`src/rtl/fetch_sequencer.sv`:
```
// Fetch sequencer: fetches each instruction over a req/ack handshake and
// pulses a one-cycle commit enable so the single-cycle core advances once.
// Ports:
//   clk, _reset (sync, active-high)
//   run, halt_req, step_req       : execution control from host
//   pointer_in                    : current instruction pointer from core
//   mem_req, mem_addr             : fetch request to instruction memory
//   mem_ack, mem_data             : fetch response from instruction memory
//   instr_out, core_en            : instruction word and commit pulse to core
//   busy, halted, fault, retired  : status and retired-instruction count
module fetch_sequencer #(
    parameter int ADDR_W  = 32,
    parameter int INSTR_W = 32,
    parameter int TIMEOUT = 255
) (
    input  logic               clk,
    input  logic               _reset,
    input  logic               run,
    input  logic               halt_req,
    input  logic               step_req,
    input  logic [ADDR_W-1:0]  pointer_in,
    output logic               mem_req,
    output logic [ADDR_W-1:0]  mem_addr,
    input  logic               mem_ack,
    input  logic [INSTR_W-1:0] mem_data,
    output logic [INSTR_W-1:0] instr_out,
    output logic               core_en,
    output logic               busy,
    output logic               halted,
    output logic               fault,
    output logic [31:0]        retired
);

    typedef enum logic [2:0] {
        IDLE   = 3'd0,
        FETCH  = 3'd1,
        EXEC   = 3'd2,
        HALTED = 3'd3,
        FAULT  = 3'd4
    } state_t;

    localparam logic [15:0] TMO = 16'(TIMEOUT);

    state_t             state_q, state_d;
    logic [ADDR_W-1:0]  addr_q, addr_d;
    logic [INSTR_W-1:0] instr_q, instr_d;
    logic [31:0]        ret_q, ret_d;
    logic [15:0]        cnt_q, cnt_d;
    logic               halt_q, halt_d;
    logic               step_q, step_d;

    always_ff @(posedge clk) begin
        if (_reset) begin
            state_q <= IDLE;
            addr_q  <= '0;
            instr_q <= '0;
            ret_q   <= '0;
            cnt_q   <= '0;
            halt_q  <= 1'b0;
            step_q  <= 1'b0;
        end else begin
            state_q <= state_d;
            addr_q  <= addr_d;
            instr_q <= instr_d;
            ret_q   <= ret_d;
            cnt_q   <= cnt_d;
            halt_q  <= halt_d;
            step_q  <= step_d;
        end
    end

    always_comb begin
        state_d  = state_q;
        addr_d   = addr_q;
        instr_d  = instr_q;
        ret_d    = ret_q;
        halt_d   = halt_q;
        step_d   = step_q;
        cnt_d    = '0;
        mem_req  = 1'b0;
        mem_addr = addr_q;
        core_en  = 1'b0;

        if (halt_req && state_q != IDLE && state_q != FAULT) begin
            halt_d = 1'b1;
        end

        unique case (state_q)
            IDLE: begin
                if (run) begin
                    state_d = FETCH;
                end
            end
            FETCH: begin
                mem_req = 1'b1;
                // The counter is zero only in the first fetch cycle; the
                // pointer is taken there because the core updates it on
                // the same edge that leaves EXEC.
                if (cnt_q == '0) begin
                    mem_addr = pointer_in;
                    addr_d   = pointer_in;
                end
                if (mem_ack) begin
                    instr_d = mem_data;
                    state_d = EXEC;
                end else begin
                    cnt_d = cnt_q + 16'd1;
                    if (cnt_d == TMO) begin
                        state_d = FAULT;
                    end
                end
            end
            EXEC: begin
                core_en = 1'b1;
                ret_d   = ret_q + 32'd1;
                if (halt_q || halt_req || step_q) begin
                    state_d = HALTED;
                    halt_d  = 1'b0;
                    step_d  = 1'b0;
                end else begin
                    state_d = FETCH;
                end
            end
            HALTED: begin
                if (step_req) begin
                    step_d  = 1'b1;
                    state_d = FETCH;
                end else if (run && !halt_req) begin
                    state_d = FETCH;
                end
            end
            FAULT: begin
                state_d = FAULT;
            end
            default: begin
                state_d = IDLE;
            end
        endcase
    end

    assign instr_out = instr_q;
    assign retired   = ret_q;
    assign busy      = (state_q == FETCH) || (state_q == EXEC);
    assign halted    = (state_q == HALTED);
    assign fault     = (state_q == FAULT);

endmodule
```
`config.mk`:
```
export PLATFORM = sky130hd
export DESIGN_NAME = fetch_sequencer
export DESIGN_NICKNAME = d
export VERILOG_FILES = /design/src/rtl/fetch_sequencer.sv
export SDC_FILE = /design/constraint.sdc
export NUM_CORES = 1
export LEC_CHECK = 0
export ABC_AREA = 1
export ABC_CLOCK_PERIOD_IN_PS = 2900
export CAP_MARGIN = 15
export CELL_PAD_IN_SITES_DETAIL_PLACEMENT = 2
export CELL_PAD_IN_SITES_GLOBAL_PLACEMENT = 2
export CORE_MARGIN = 2
export CORE_UTILIZATION = 26
export DETAILED_ROUTE_END_ITERATION = 8
export PLACE_DENSITY = 0.87
export SLEW_MARGIN = 20
export SYNTH_ARGS = -nofsm -noshare
export SYNTH_HDL_FRONTEND = slang
export SYNTH_SLANG_ARGS = --single-unit
```
`constraint.sdc`:
```
create_clock -name clk -period 2.9 [get_ports clk]
set_input_delay 0.725 -clock clk [delete_from_list [all_inputs] [get_ports clk]]
set_output_delay 0.725 -clock clk [all_outputs]
set_load 0.02 [all_outputs]
```
==> results.ini, run 1 <==
[status]
status=finished, violations left
violations=negative setup slack

[cts]
clkSlewWorstSetupHoldPaths_ps=60
clk_path_buf_depth=2
ctsHtreeMaxLevel=4
cts_tree=done
clockRootBuffer=clkbuf_16
cts_buffers=17
hold_buffers=0
cts_sinks=117
clk_latency_ps=420

[layout]
final_nets=1064
synthToLayoutAreaGrowth_pct=55.53
postLayoutCoreUtil=0.4126
drive_above_1_share=0.1595

[worst_setup_path]
crit_arrival_ps=2290
worstSetupStartpoint=cnt_q[0]
path_delay_family=buffers and inverters
crit_buf_inv=4
slowest_stage=dfxtp_2
cp_slowest_stage_delay_ps=320
required_ps=2170
path_class=flip-flop to primary output
crit_fanout=32
path_cells=inv_2, ha_4, nand3_4, nor4_4, nand4_4, buf_12, o21ai_1, inv_1, dlygate4sd2_1
startpoint_type=flip-flop
cp-end-kind=primary output
rr_startpoint=state_q[1]

[drt]
drt-initial-drc-count=217
drtAntennaViolNets=0
wl_per_cell_microns=17.87
vias_per_cell=4.651
wl_microns=22770
dr.pass1.iters=4
drc_errors=0
vias=5925

[synthesis]
yosysMostFrequentCell=nor2_1
synth.distinct_cells=35
yosysTopAreaCellShare=0.4349
syn_area_per_cell_sq_um=6.817
syn_area_sq_mm=0.005385
synth_enable_flop_cells=0
synth_nets=864
synth_flop_cell=dfxtp_1
synth_area_leader_cell=dfxtp_1
synthTopCellsByCount=163 x nor2_1, 142 x nand2_1, 118 x inv_1
synth-seq-cells=117
synthTopCellsByArea=dfxtp_1 43%, nor2_1 11%, nand2_1 9.9%, inv_1 8.2%, o21ai_0 4.1%
synthArstFlopShare=0
yosys_warnings=0
ys_seq_area_frac=0.4349
syn_inst=790

[floorplanning]
initial_core_util=0.2653
dieHeight_microns=147.9
rows=52
pin_count=171
core_sq_mm=0.02030
dieArea_sq_mm=0.02188
die_x_microns=147.9

[global_route]
grt.overflow.total=0
grt_pass1_vias=6345
grt_pass1_wl_microns=33850
track_usage=0.1957
antenna_found_initial=1
grt_max_degree=65

[sta]
slew_violations=0
hold_violations=0
period_minus_slack_ps=3013
rsz0062_at_grt=yes
setup_viol=12
worst_pin_slew_ps=676.8
finalCritPeriodShare=1.039
clock.fmax_ghz=0.3319
slew_headroom=0.5477
fin_skew_ps=9.016
holdWs_ps=485.2
layout_setup_ws_ps=-113.3

[placed_design]
place.gp.congestion=0.7725
dp_hpwl_microns=15070
place.port_buffers=170

[power]
power.density_mw_per_mm2=717.4
ir_worst_vdd_mv=0.3978
leakage_nw=3.548

[min_path]
hp-class=flip-flop to flip-flop
hold_start=instr_out[27]

[job]
max_cap_viol_count=0

## area by class of cell
type | count | area [sq um]
antenna | 1 | 2.502
clock buffer | 17 | 425.4
clock inverter | 15 | 167.7
fill | 2344 | 11920
inverter | 122 | 457.9
multi-input combinational | 524 | 2695
sequential | 117 | 2346
tap | 270 | 337.8
timing repair buffer | 208 | 1943
## sequential cells by signal, indices dropped and copies added, names as in the netlist
signal	flops
addr_q	32
instr_out	32
retired	32
cnt_q	16
state_q	3
halt_q	1
step_q	1
## stage by stage
stage / setup slack (ps) / std cells / setup TNS [ps] / total power [mW] / area, sq um
floorplan: 476.8 / 790 / 0 / 2.811 / 5385
global placement: 88.85 / 1232 / 0 / 3.657 / 7535
detailed placement: 24.83 / 1232 / 0 / 3.725 / 7535
CTS: -119.6 / 1264 / -1757 / 5.827 / 8110
global route: -252.9 / 1274 / -3784 / 6.315 / 8376
finish: -113.3 / 1274 / -840.9 / 6.008 / 8376
## report_power, final
part | internal, mW | total [mW] | switching (mW) | leakage (nW)
Clock | 1.29 | 2.15 | 0.864 | 0.286
Combinational | 0.807 | 1.99 | 1.18 | 2.31
Sequential | 1.79 | 1.87 | 0.0813 | 0.954
## logic make-up (layout without fill, tap and decap cells)
logic type,Yosys count,count (layout),share of synthesized area
simple gates,396,396,0.3230
buf+inv,149,362,0.1064
flops,117,117,0.4349
compound gates,115,115,0.1118
xor+xnor,9,9,0.01464
fa+ha+maj,4,4,0.009294
other cells,0,1,0
## final timing paths
check | endpoint | slack (ps) | cells after the start
min | instr_out[27] | 490 | 2
min reg2reg | instr_out[27] | 490 | 2
max | mem_addr[13] | -110 | 9
max reg2reg | retired[20] | 730 | 12
## per-layer routing
metal  vias up  GRT usage  routed length, microns
li1       2883          -                       -
met1      2896     0.2384                    9745
met2       122     0.3491                   11710
met3        24    0.04414                     962
met4         0    0.04952                     354
met5         -          0                       0
## worst min-delay path: stages (launching register included)
cell and delay, ps:
dfxtp_1 320, nor2_1 50, nor2_1 80
## cells in the final DEF (no fill, tap or decap), drive strengths merged, types with 3 or more instances in the layout
master / instances
clkdlybuf4s50: 137
nor3: 25
nor2: 168
buf: 49
clkbuf: 31
xor2: 7
o21ai: 77
nand4: 16
a21oi: 31
nor4: 4
o21a: 3
nand3: 34
inv: 129
nand3b: 3
dlygate4sd2: 7
dfxtp: 117
clkinv: 4
ha: 4
nand2: 145
## timing repair
action | in CTS | in global routing
pin swaps | 0 | 5
gates resized for setup | 68 | 92
gates cloned | 0 | 3
setup endpoints to repair | 32 | 33
buffers inserted | 0 | 6
Note: power is estimated with default switching activity, not from simulation.
==> run 2: changes to the inputs <==
CTS_CLUSTER_SIZE = 30   (was unset)
==> results of run 2 <==
The final DEF is identical to that of run 1; final timing and power are the same.
